File: config.mk
export PLATFORM = sky130hd
export DESIGN_NAME = word_narrower_flat
export DESIGN_NICKNAME = d
export VERILOG_FILES = /design/src/rtl/word_narrower_pkg.sv /design/src/rtl/word_narrower_if.sv /design/src/rtl/word_narrower_byte_select.sv /design/src/rtl/word_narrower.sv /design/src/flat_wrapper.sv
export SDC_FILE = /design/constraint.sdc
export NUM_CORES = 1
export LEC_CHECK = 0
export BUFFER_PORTS_ARGS = -buffer_cell sky130_fd_sc_hd__buf_2
export CORE_UTILIZATION = 45
export CTS_BUF_LIST = sky130_fd_sc_hd__clkbuf_2 sky130_fd_sc_hd__clkbuf_4 sky130_fd_sc_hd__clkbuf_8
export DETAILED_ROUTE_END_ITERATION = 6
export GPL_TIMING_DRIVEN = 1
export PLACE_DENSITY = 0.79
export REMOVE_ABC_BUFFERS = 1
export SYNTH_ARGS = -nofsm -noshare
export SYNTH_HDL_FRONTEND = slang
export SYNTH_SLANG_ARGS = --single-unit
File: constraint.sdc
create_clock -name clk -period 2.6 [get_ports clk]
set_clock_uncertainty 0.2 [all_clocks]
set_input_delay 0.26 -clock clk [delete_from_list [all_inputs] [get_ports clk]]
set_output_delay 0.26 -clock clk [all_outputs]
set_load 0.05 [all_outputs]
File: src/rtl/word_narrower_pkg.sv
// Shared types and constants for the 16-to-8 word narrower.
// The optional compact mode is selected with the NARROWER_COMPACT_EN macro.
package word_narrower_pkg;

    localparam int unsigned WORD_W  = 16;
    localparam int unsigned BYTE_W  = 8;
    localparam int unsigned STATE_W = 2;

    // FSM encoding, kept as plain constants so older tools can share it
    localparam logic [STATE_W-1:0] ST_IDLE = 2'd0;
    localparam logic [STATE_W-1:0] ST_LOW  = 2'd1;
    localparam logic [STATE_W-1:0] ST_HIGH = 2'd2;

    // One beat on the byte side: payload plus end-of-word marker
    typedef struct packed {
        logic [BYTE_W-1:0] data;
        logic              last;
    } byte_beat_t;

    // True when the word is a zero-extended byte
    function automatic logic upper_zero(input logic [WORD_W-1:0] word);
        return word[WORD_W-1:BYTE_W] == BYTE_W'(0);
    endfunction

endpackage

File: src/rtl/word_narrower_if.sv
// Word-in / byte-out handshake bundle for word_narrower.
// master = producer/consumer side, slave = the narrower itself.
interface word_narrower_if;
    import word_narrower_pkg::*;

    logic              in_valid;
    logic              in_ready;
    logic [WORD_W-1:0] in_word;
    logic              out_valid;
    logic              out_ready;
    logic [BYTE_W-1:0] out_byte;
    logic              out_last;
    logic [WORD_W-1:0] word_count;

    modport master (
        output in_valid, in_word, out_ready,
        input  in_ready, out_valid, out_byte, out_last, word_count
    );

    modport slave (
        input  in_valid, in_word, out_ready,
        output in_ready, out_valid, out_byte, out_last, word_count
    );

endinterface

File: src/rtl/word_narrower_byte_select.sv
// Picks the low or high byte of a held word; purely combinational.
module word_narrower_byte_select
    import word_narrower_pkg::*;
(
    input  logic [WORD_W-1:0] word,
    input  logic              sel_high,
    output logic [BYTE_W-1:0] data_c
);

    assign data_c = sel_high ? word[WORD_W-1:BYTE_W] : word[BYTE_W-1:0];

endmodule

File: src/rtl/word_narrower.sv
// Narrows 16-bit words into a low-byte-first 8-bit stream with a word counter.
// Define NARROWER_COMPACT_EN to emit zero-extended words as a single byte.
module word_narrower
    import word_narrower_pkg::*;
(
    input  logic            clk,
    input  logic            reset,
    word_narrower_if.slave  bus
);

    logic [STATE_W-1:0] state;
    logic [STATE_W-1:0] state_next;
    logic [WORD_W-1:0]  hold_word;
    logic [WORD_W-1:0]  hold_next;
    logic [WORD_W-1:0]  count;
    logic               count_inc_c;
    logic               compact_c;
    logic               ready_c;
    logic               valid_c;
    logic               last_c;
    logic [BYTE_W-1:0]  sel_byte_c;
    byte_beat_t         beat_c;

`ifdef NARROWER_COMPACT_EN
    assign compact_c = upper_zero(hold_word);
`else
    assign compact_c = 1'b0;
`endif

    word_narrower_byte_select u_byte_select (
        .word     (hold_word),
        .sel_high (state == ST_HIGH),
        .data_c   (sel_byte_c)
    );

    // Next-state, capture and handshake decode
    always_comb begin
        state_next  = state;
        hold_next   = hold_word;
        count_inc_c = 1'b0;
        ready_c     = 1'b0;
        valid_c     = 1'b0;
        last_c      = 1'b0;

        case (state)
            ST_IDLE: begin
                ready_c = 1'b1;
                if (bus.in_valid) begin
                    hold_next  = bus.in_word;
                    state_next = ST_LOW;
                end
            end
            ST_LOW, ST_HIGH: begin
                valid_c = 1'b1;
                last_c  = (state == ST_HIGH) || compact_c;
                if (!last_c) begin
                    if (bus.out_ready) begin
                        state_next = ST_HIGH;
                    end
                end else begin
                    // Final byte: the slot frees this cycle only if the consumer takes it
                    ready_c = bus.out_ready;
                    if (bus.out_ready) begin
                        count_inc_c = 1'b1;
                        if (bus.in_valid) begin
                            hold_next  = bus.in_word;
                            state_next = ST_LOW;
                        end else begin
                            state_next = ST_IDLE;
                        end
                    end
                end
            end
            default: begin
                state_next = ST_IDLE;
            end
        endcase
    end

    always_ff @(posedge clk) begin
        if (reset) begin
            state     <= ST_IDLE;
            hold_word <= '0;
            count     <= '0;
        end else begin
            state     <= state_next;
            hold_word <= hold_next;
            if (count_inc_c) begin
                count <= count + WORD_W'(1);
            end
        end
    end

    assign beat_c.data = sel_byte_c;
    assign beat_c.last = last_c;

    assign bus.in_ready   = ready_c && !reset;
    assign bus.out_valid  = valid_c;
    assign bus.out_byte   = beat_c.data;
    assign bus.out_last   = beat_c.last;
    assign bus.word_count = count;

endmodule
File: src/flat_wrapper.sv
// flat-port wrapper written by rule: the top's interface ports become plain ports
module word_narrower_flat import word_narrower_pkg::*;
  (clk, reset, bus_in_valid, bus_in_word, bus_out_ready, bus_in_ready, bus_out_valid, bus_out_byte, bus_out_last, bus_word_count);
  word_narrower_if bus_i ();
  input  logic clk;
  input  logic reset;
  input wire logic [$bits(bus_i.in_valid)-1:0] bus_in_valid;
  input wire logic [$bits(bus_i.in_word)-1:0] bus_in_word;
  input wire logic [$bits(bus_i.out_ready)-1:0] bus_out_ready;
  output wire logic [$bits(bus_i.in_ready)-1:0] bus_in_ready;
  output wire logic [$bits(bus_i.out_valid)-1:0] bus_out_valid;
  output wire logic [$bits(bus_i.out_byte)-1:0] bus_out_byte;
  output wire logic [$bits(bus_i.out_last)-1:0] bus_out_last;
  output wire logic [$bits(bus_i.word_count)-1:0] bus_word_count;
  assign bus_i.in_valid = bus_in_valid;
  assign bus_i.in_word = bus_in_word;
  assign bus_i.out_ready = bus_out_ready;
  assign bus_in_ready = bus_i.in_ready;
  assign bus_out_valid = bus_i.out_valid;
  assign bus_out_byte = bus_i.out_byte;
  assign bus_out_last = bus_i.out_last;
  assign bus_word_count = bus_i.word_count;
  word_narrower u_core (.clk(clk), .reset(reset), .bus(bus_i));
endmodule
# [After elaboration in Yosys (flattened, before gate mapping)]
# Index checks and enable logic that the tools add are counted.
[classes] addsub=1 n_eq_ne=5 n_mux=18 n_reduce_logical=7
[op_table] operator="16-bit 2-to-1 mux" count=3
[op_table] operator="16-bit one-hot mux with 2 select lines" count=1
[op_table] operator="16-bit by 1-bit adder with 16-bit output, second input constant" count=1
[op_table] operator="2-bit 2-to-1 mux" count=4
[op_table] operator="8-bit 2-to-1 mux" count=1
[op_table] operator="1-bit 2-to-1 mux" count=7
[op_table] operator="2-bit inequality test, second input constant" count=3
[op_table] operator="2-bit one-hot mux with 2 select lines" count=1
[op_table] operator="3-bit AND reduction" count=1
[op_table] operator="2-bit by 1-bit equality test with 1-bit output, second input constant" count=1
[op_table] operator="2-bit equality test, second input constant" count=1
[op_table] operator="2-bit zero test" count=1
[op_table] operator="1-bit one-hot mux with 2 select lines" count=1
[op_table] operator="2-bit AND reduction" count=1
[op_table] operator="2-bit nonzero test" count=1
[op_table] operator="2-bit OR reduction" count=1
[op_table] operator="1-bit logical AND" count=1
[op_table] operator="1-bit zero test" count=1
[totals] regBits=34

# [Logic depth before layout (Yosys ltp)]
# Gate-level depths: netlist of the first run.
[logic_depth] ltp_word=4 ltp_mapped=7

# [Modules after synthesis]
# A second synthesis of the first run with hierarchy kept.
[hier_totals] hier_cells=167 area_unflattened_um2=1681.6
[modules_own_cells] mod="word_narrower" instances=1 cells_each=158 area_each_um2=1550.2 seq_area_each_um2=680.7
[modules_own_cells] mod="word_narrower_byte_select" instances=1 cells_each=9 area_each_um2=131.4 seq_area_each_um2=0.0

# [Worst setup path before layout of the first run]
# Ideal clock, no wire load.
[synth_path] path_kind="reg-to-output" startpoint="register u_core.state[0]" endpoint="output bus_in_ready" arrival_time_ps=2384 t_required_ps=2140 slack_ps=-244 stages_incl_launch_ff=5 n_path_buf=0 cell_sequence="dfxtp_1 inv_1 ha_1 nand2_1 a211oi_1"
[synth_via] elab_chain_len=4
[synth_lines] element="from (decl)" line="word_narrower.sv:11" rtl="logic [STATE_W-1:0] state;"
[synth_lines] element="from (signal assigned)" line="word_narrower.sv:86" rtl="state <= state_next;"
[synth_lines] element="2-bit equality test / 2-bit by 1-bit equality test with 1-bit output (equally long branches)" line="word_narrower.sv:45, word_narrower.sv:55"
[synth_lines] element="1-bit 2-to-1 mux / 2-bit OR reduction (equally long branches)" line="word_narrower.sv:56, word_narrower.sv:45"
[synth_lines] element="1-bit one-hot mux with 2 select lines (*)" line="word_narrower.sv:45" rtl="case (state)"
[synth_lines] element="1-bit logical AND (*)" line="word_narrower.sv:97" rtl="assign bus.in_ready = ready_c && !reset;"
[synth_lines] element="to (decl)" line="flat_wrapper.sv:10" rtl="output wire logic [$bits(bus_i.in_ready)-1:0] bus_in_ready;"
# Mark *: on every way between the ends. The rest lies on a longest branch, timed or not.

# [Final worst setup path of the first run]
[layout_path] startpoint="register u_core.state[0]" endpoint="output bus_out_byte[6]"
[layout_via] elab_chain_len=2
[layout_lines] element="2-bit equality test" line="word_narrower.sv:32" rtl=".sel_high (state == ST_HIGH),"
[layout_lines] element="8-bit 2-to-1 mux" line="word_narrower_byte_select.sv:10" rtl="assign data_c = sel_high ? word[WORD_W-1:BYTE_W] : word[BYTE_W-1:0];"
[layout_lines] element="to (decl)" line="flat_wrapper.sv:12" rtl="output wire logic [$bits(bus_i.out_byte)-1:0] bus_out_byte;"
# Every way passes these cells.

==> metrics.txt, run 1 <==
# TYPE chip_impl_metric gauge
chip_impl_metric{name="pwr-share-comb",unit="%"} 24.8
chip_impl_metric{name="area.sequential",unit="sq um"} 681
chip_impl_metric{name="timing.slew.headroom",unit="%"} 69.9
chip_impl_metric{name="drt-total-wl",unit="microns"} 3180
chip_impl_metric{name="clkPwrFrac",unit="%"} 26.6
chip_impl_metric{name="floorplan.rows",unit=""} 20
chip_impl_info{name="worstSetupStartpointType",value="flop"} 1
chip_impl_metric{name="ys_seq_area_share",unit="%"} 44.0
chip_impl_metric{name="power_report.internal_total",unit="mW"} 0.807
chip_impl_metric{name="timing.critical_path.arrival",unit="ps"} 1860
chip_impl_metric{name="irDropWorstVdd",unit="V"} 0.000374
chip_impl_metric{name="yosys_warnings",unit=""} 0
chip_impl_metric{name="critical_path_depth",unit=""} 5
chip_impl_metric{name="setup-violations-final",unit=""} 0
chip_impl_metric{name="initial_antenna_violation_count",unit=""} 0
chip_impl_metric{name="max_freq",unit="MHz"} 431
chip_impl_metric{name="drt-pass1-iter-count",unit=""} 4
chip_impl_metric{name="finalHoldViolations",unit=""} 0
chip_impl_metric{name="number_of_global_route_vias_before_repair",unit=""} 1215
chip_impl_info{name="result_of_the_run",value="finished clean"} 1
chip_impl_metric{name="final_net_count",unit=""} 249
chip_impl_metric{name="place.gp.congestion",unit=""} 0.721
chip_impl_metric{name="cts_post_setup_buffers_inserted",unit=""} 0
chip_impl_metric{name="floorplan.initialDensity",unit="%"} 49.1
chip_impl_metric{name="sw_frac_of_total",unit="%"} 31.0
chip_impl_metric{name="cts_inserted_buffers",unit=""} 5
chip_impl_metric{name="clk_latency",unit="ps"} 340
chip_impl_metric{name="place_hpwl",unit="microns"} 2120
chip_impl_metric{name="wire_length_of_the_first_global_routing_pass",unit="microns"} 5090
chip_impl_metric{name="drtAntennaViolNets",unit=""} 0
chip_impl_info{name="netlist_top_cells_area",value="dfxtp_1, mux2i_1, nor2_1"} 1
chip_impl_info{name="worst_path_max_delay_cell",value="mux2_2"} 1
chip_impl_metric{name="vias_per_cell",unit=""} 5.03
chip_impl_metric{name="timing_worst_slew_pin_value",unit="ps"} 452
chip_impl_metric{name="power_leakage",unit="nW"} 1.02
chip_impl_metric{name="port_buf_inserts",unit=""} 46
chip_impl_metric{name="critPathMaxStageDelay",unit="ps"} 360
chip_impl_metric{name="multi_input_area",unit="sq um"} 822
chip_impl_metric{name="drv_slew",unit=""} 0
chip_impl_info{name="setup.worst_path.end_class",value="output pin"} 1
chip_impl_metric{name="worst-path-buf-inv",unit=""} 3
chip_impl_metric{name="pwr_density_cell",unit="nW/um^2"} 570
chip_impl_metric{name="areaGrowthSynthToFinish",unit="%"} 32.4
chip_impl_metric{name="clk_pin_slew",unit="ps"} 100
chip_impl_metric{name="layout-drive-gt1-share",unit="%"} 31.6
chip_impl_info{name="grt_setup_unrepaired",value="no"} 1
chip_impl_metric{name="setup.reg_to_reg.worst_slack",unit="ps"} 430
chip_impl_metric{name="post-layout-total-power",unit="mW"} 1.17
chip_impl_metric{name="synthesis.area",unit="sq um"} 1550
chip_impl_metric{name="post_synthesis_average_cell_area",unit="sq um"} 9.80
chip_impl_metric{name="fillerInstances",unit=""} 263
chip_impl_metric{name="layout.cell_area.non_filler",unit="sq um"} 2050
chip_impl_info{name="tritoncts",value="built"} 1
chip_impl_metric{name="die_area",unit="sq um"} 3680
chip_impl_metric{name="worst_r2r_path_depth",unit=""} 8
chip_impl_metric{name="worst_endpoint_required_time",unit="ps"} 2140
chip_impl_metric{name="core_area",unit="sq um"} 3150
chip_impl_metric{name="grt.overflow.total",unit=""} 0
chip_impl_info{name="yosysTopAreaCell",value="dfxtp_1"} 1
chip_impl_info{name="cpLargestDelayFamily",value="buffers and inverters"} 1
chip_impl_metric{name="maxCapViolCount",unit=""} 0
chip_impl_metric{name="drt_iter0_markers",unit=""} 62
chip_impl_info{name="worstHoldPathType",value="primary input to flop"} 1
chip_impl_metric{name="maximum_number_of_pins_on_one_net_before_global_route_repair",unit=""} 26
chip_impl_info{name="clock-root-buffer",value="clkbuf_4"} 1
chip_impl_metric{name="cts.repair.resized",unit=""} 0
chip_impl_metric{name="wl_per_cell",unit="microns"} 11.8
chip_impl_metric{name="route.vias.total",unit=""} 1352
chip_impl_metric{name="hold_depth",unit=""} 3
chip_impl_metric{name="grtUsageTotal",unit="%"} 19.6
chip_impl_metric{name="cts_hold_repair.buffers",unit=""} 16
chip_impl_info{name="critical_path.cell_chain",value="inv_1 > ha_1 > buf_4 > mux2_2 > buf_2"} 1
chip_impl_metric{name="netSwitchingPower",unit="mW"} 0.362
chip_impl_info{name="worstSetupPathType",value="flop to output pin"} 1
chip_impl_metric{name="critPathMaxFanout",unit=""} 10
chip_impl_metric{name="placed_area",unit="sq um"} 1830
chip_impl_metric{name="floorplan.io_pins",unit=""} 47
chip_impl_metric{name="detail_route.drc_violations",unit=""} 0
chip_impl_metric{name="insertedDiodeCount",unit=""} 0
chip_impl_metric{name="die_x",unit="microns"} 60.6
chip_impl_metric{name="yosys_register_bits",unit=""} 34
chip_impl_metric{name="clockBufferDepth",unit=""} 2
chip_impl_metric{name="cts_sink_cnt",unit=""} 34
chip_impl_metric{name="sequentialPowerShare",unit="%"} 48.7
chip_impl_metric{name="netlist.area_leader.share",unit="%"} 44.0
chip_impl_metric{name="die_height",unit="microns"} 60.6
chip_impl_metric{name="number_of_cells_produced_by_synthesis",unit=""} 158
chip_impl_metric{name="cts.htree.levels",unit=""} 2
chip_impl_metric{name="post_route_minimum_period",unit="ps"} 2320
chip_impl_metric{name="finalCritPeriodShare",unit="%"} 89.2
chip_impl_metric{name="synthDistinctLibCells",unit=""} 27
==> synthesized netlist by cell type <==
| cell | count |
|---|---|
| a21oi_1 | 4 |
| nand4_1 | 4 |
| nand2_1 | 7 |
| o2111ai_1 | 1 |
| and2_1 | 1 |
| mux2_4 | 1 |
| mux2i_1 | 17 |
| a211oi_1 | 1 |
| mux2_2 | 8 |
| xnor2_1 | 1 |
| and4_1 | 3 |
| ha_1 | 5 |
| and3_1 | 2 |
| o21ai_0 | 3 |
| xor2_1 | 11 |
| inv_1 | 4 |
| dfxtp_1 | 34 |
| nand4_2 | 1 |
| nor2b_1 | 2 |
| or3_1 | 2 |
| nand3_1 | 5 |
| o21ai_4 | 1 |
| clkbuf_1 | 5 |
| and4_4 | 3 |
| nand2b_1 | 1 |
| nor2_1 | 30 |
| buf_6 | 1 |
==> power by group through the flow <==
stage | clock network (mW) | registers, mW | logic, mW
after floorplan | 0 | 0.578 | 0.202
after global placement | 0 | 0.579 | 0.266
after detailed placement | 0 | 0.579 | 0.269
after CTS | 0.324 | 0.568 | 0.288
after global routing | 0.353 | 0.572 | 0.310
final | 0.311 | 0.569 | 0.289
==> path summary, 6_finish.rpt <==
| check | startpoint | endpoint |
|---|---|---|
| worst min register to register | u_core.bus.word_count[15] | u_core.bus.word_count[15] |
| worst max-delay path | u_core.state[0] | bus_out_byte[6] |
| worst min-delay path | bus_out_ready | u_core.bus.word_count[1] |
| worst max register to register | u_core.state[0] | u_core.hold_word[2] |
==> area by class of cell <==
cell class	count	area share, %
Tap cell	44	2.69
Clock buffer	7	2.87
Multi-Input combinational cell	114	40.1
Timing Repair Buffer	65	20.1
Clock inverter	1	0.244
Inverter	4	0.733
Sequential cell	34	33.2
==> cell usage in the layout, fill, tap and decap left out <==
cell type / netlist / final
buf_2: 0 / 46
dfxtp_1: 34 / 34
nor2_1: 30 / 30
mux2i_1: 17 / 17
dlygate4sd3_1: 0 / 16
xor2_1: 11 / 11
mux2_2: 8 / 8
nand2_1: 7 / 7
clkbuf_4: 0 / 6
nand3_1: 5 / 5
ha_1: 5 / 5
inv_1: 4 / 4
a21oi_1: 4 / 4
nand4_1: 4 / 4
o21ai_0: 3 / 3
and4_4: 3 / 3
and4_1: 3 / 3
buf_4: 0 / 3
and3_1: 2 / 2
nor2b_1: 2 / 2
or3_1: 2 / 2
a211oi_1: 1 / 1
o21ai_4: 1 / 1
nand2b_1: 1 / 1
o2111ai_1: 1 / 1
and2_1: 1 / 1
mux2_4: 1 / 1
nand4_2: 1 / 1
xnor2_1: 1 / 1
clkinv_2: 0 / 1
clkbuf_8: 0 / 1
==> cells by family after synthesis <==
logic type      share of synthesized area (%)
buf+inv                                  2.91
xor+xnor                                 6.79
flops                                    44.0
simple gates                             20.1
fa+ha+maj                                4.04
compound gates                           4.37
mux                                      17.8
==> state kept, by name, summed over array words and instances, names as in the netlist <==
name                   cells
u_core.bus.word_count     16
u_core.hold_word          16
u_core.state               2
==> tightest hold or removal path: cells and delay by family <==
family,cells,cell delay (ps)
buffers and inverters,1,130
AND/OR/NAND/NOR,1,90
AO/OA/AOI/OAI,1,60
==> stage by stage <==
step                cells  setup slack [ps]  hold WS, ps  TNS [ps]  utilization [%]
floorplan             152              -472          129      -472                -
global placement      245               510          272         0             57.9
detailed placement    245               436          279         0             57.9
CTS                   269               277         23.5         0             65.0
global route          269               164         2.00         0             65.0
finish                269               281         39.7         0             65.0
==> layer usage <==
| layer | wire length [microns] | global-route usage [%] | vias to the layer above |
|---|---|---|---|
| li1 | - | - | 681 |
| met1 | 1410 | 20.6 | 623 |
| met3 | 213 | 10.2 | 2 |
| met2 | 1550 | 33.6 | 46 |
| met4 | 8 | 6.82 | 0 |
| met5 | 0 | 0 | - |
(Power assumes the default switching activity.)
==> run 2, diff against run 1 <==
Settings changed: BUFFER_PORTS_ARGS -buffer_cell sky130_fd_sc_hd__buf_2 to -buffer_cell sky130_fd_sc_hd__buf_4.
==> metrics.txt, run 2 (synthesis results as in run 1) <==
# TYPE chip_impl_metric gauge
chip_impl_metric{name="place_worst_setup_slack",unit="ps"} 364
chip_impl_metric{name="irDropWorstVdd",unit="V"} 0.000420
chip_impl_info{name="setup.worst_path.end_class",value="output pin"} 1
chip_impl_metric{name="floorplan.rows",unit=""} 20
chip_impl_metric{name="drtAntennaViolNets",unit=""} 0
chip_impl_info{name="critPathMostFrequentCell",value="buf_4"} 1
chip_impl_metric{name="critPathMaxStageDelay",unit="ps"} 360
chip_impl_metric{name="clk_latency",unit="ps"} 340
chip_impl_metric{name="setup-violations-final",unit=""} 0
chip_impl_metric{name="clk_pin_slew",unit="ps"} 100
chip_impl_metric{name="post_layout_nonfiller_instances",unit=""} 267
chip_impl_metric{name="post_route_minimum_period",unit="ps"} 2330
chip_impl_metric{name="cts.htree.levels",unit=""} 2
chip_impl_metric{name="cts.repair.resized",unit=""} 0
chip_impl_metric{name="post-layout-total-power",unit="mW"} 1.20
chip_impl_metric{name="worst_endpoint_required_time",unit="ps"} 2140
chip_impl_metric{name="initial_antenna_violation_count",unit=""} 0
chip_impl_metric{name="die_height",unit="microns"} 60.6
chip_impl_info{name="result_of_the_run",value="finished clean"} 1
chip_impl_metric{name="wl_per_cell",unit="microns"} 13.7
chip_impl_metric{name="grtUsageTotal",unit="%"} 21.8
chip_impl_metric{name="max_freq",unit="MHz"} 430
chip_impl_metric{name="detail_route.drc_violations",unit=""} 0
chip_impl_info{name="most_frequent_standard_cell_in_the_layout_excluding_fill_and_tap_cells",value="buf_4"} 1
chip_impl_info{name="grt_setup_unrepaired",value="no"} 1
chip_impl_metric{name="critPathMaxFanout",unit=""} 9
chip_impl_metric{name="fin_tns_setup",unit="ps"} 0
chip_impl_info{name="most-common-layout-cells",value="buf_4, dfxtp_1, nor2_1, mux2i_1, dlygate4sd3_1"} 1
chip_impl_info{name="worstSetupStartpointType",value="flop"} 1
chip_impl_info{name="worst_path_max_delay_cell",value="mux2_2"} 1
chip_impl_metric{name="placed_cells_incl_taps",unit=""} 244
chip_impl_metric{name="timing.critical_path.arrival",unit="ps"} 1870
chip_impl_metric{name="die_area",unit="sq um"} 3680
chip_impl_metric{name="timing_worst_slew_pin_value",unit="ps"} 377
chip_impl_info{name="top_layer_used",value="met4"} 1
chip_impl_info{name="critical_path.cell_chain",value="inv_1 > ha_1 > buf_4 > mux2_2 > buf_4"} 1
chip_impl_info{name="tritoncts",value="built"} 1
chip_impl_metric{name="pwr_density_cell",unit="nW/um^2"} 561
chip_impl_metric{name="drt-total-wl",unit="microns"} 3670
chip_impl_metric{name="drt-pass1-iter-count",unit=""} 4
chip_impl_metric{name="floorplan.io_pins",unit=""} 47
chip_impl_metric{name="finalCritPeriodShare",unit="%"} 89.5
chip_impl_info{name="clock-root-buffer",value="clkbuf_4"} 1
chip_impl_metric{name="maxCapViolCount",unit=""} 0
chip_impl_metric{name="finalHoldWorstSlack",unit="ps"} 33.5
chip_impl_metric{name="wire_length_of_the_first_global_routing_pass",unit="microns"} 5840
chip_impl_metric{name="insertedDiodeCount",unit=""} 0
chip_impl_metric{name="route.vias.total",unit=""} 1333
chip_impl_metric{name="floorplan.initialDensity",unit="%"} 49.1
chip_impl_metric{name="drv_slew",unit=""} 0
chip_impl_metric{name="layout.cell_area.non_filler",unit="sq um"} 2150
chip_impl_metric{name="postLayoutSetupSlackWorst",unit="ps"} 274
chip_impl_metric{name="layout-drive-gt1-share",unit="%"} 31.4
chip_impl_metric{name="power_leakage",unit="nW"} 1.02
chip_impl_metric{name="place.gp.congestion",unit=""} 0.741
chip_impl_metric{name="fillerInstances",unit=""} 271
chip_impl_metric{name="wl_met2",unit="microns"} 1800
chip_impl_metric{name="final_net_count",unit=""} 247
chip_impl_metric{name="grt.overflow.total",unit=""} 0
chip_impl_metric{name="port_buf_inserts",unit=""} 46
chip_impl_metric{name="final_util",unit="%"} 68.1
chip_impl_metric{name="place_hpwl",unit="microns"} 2340
chip_impl_metric{name="die_x",unit="microns"} 60.6
chip_impl_metric{name="met3RoutedLength",unit="microns"} 214
chip_impl_metric{name="wl_on_met1",unit="microns"} 1610
chip_impl_metric{name="number_of_global_route_vias_before_repair",unit=""} 1330
chip_impl_metric{name="cts_inserted_buffers",unit=""} 5
chip_impl_metric{name="placed_area",unit="sq um"} 1930
chip_impl_metric{name="clockBufferDepth",unit=""} 2
chip_impl_info{name="worstSetupPathType",value="flop to output pin"} 1
chip_impl_metric{name="finalHoldViolations",unit=""} 0
chip_impl_metric{name="cts_sink_cnt",unit=""} 34
chip_impl_metric{name="timing.slew.headroom",unit="%"} 74.9
chip_impl_metric{name="vias_per_cell",unit=""} 4.99
chip_impl_metric{name="maximum_number_of_pins_on_one_net_before_global_route_repair",unit=""} 37
chip_impl_metric{name="areaGrowthSynthToFinish",unit="%"} 38.7
chip_impl_metric{name="core_area",unit="sq um"} 3150
chip_impl_metric{name="drt_iter0_markers",unit=""} 76
chip_impl_info{name="worstHoldPathType",value="primary input to flop"} 1
[run 2: worst paths after layout]
check	start	end	slack (ps)	depth (start not counted)
max reg2reg	u_core.state[0]	u_core.hold_word[9]	330	8
max	u_core.state[0]	bus_out_byte[2]	270	5
min	bus_out_ready	u_core.bus.word_count[1]	30	3
min reg2reg	u_core.bus.word_count[15]	u_core.bus.word_count[15]	300	2
[run 2: layer usage]
metal,vias up,track usage (%)
met5,-,0
met4,0,7.79
met3,6,7.25
met2,50,39.4
met1,606,23.7
li1,671,-
[run 2: area by class of cell]
cell class	count	area, sq um	share of cell area [%]
inverter	4	15.0	0.699
sequential	34	681	31.7
clock inverter	1	5.00	0.233
clock buffer	7	58.8	2.74
multi-input combinational	114	822	38.3
timing repair buffer	63	510	23.8
tap	44	55.1	2.56
[run 2: timing repair]
item,in CTS,in global routing
hold endpoints to repair,15,0
buffers inserted,0,0
hold buffers,15,0
[run 2: worst max-delay path, delay by kind of cell (launching register included)]
kind	cells	cell delay, ps
DFF	1	350
buffers and inverters	3	520
adders and majority gates	1	310
muxes	1	360
[run 2: where the power goes]
group / switching [mW] / internal (mW) / leakage (nW) / total, mW
clock: 0.176 / 0.142 / 0.0387 / 0.317
combinational: 0.184 / 0.134 / 0.708 / 0.317
sequential: 0.0183 / 0.551 / 0.276 / 0.569
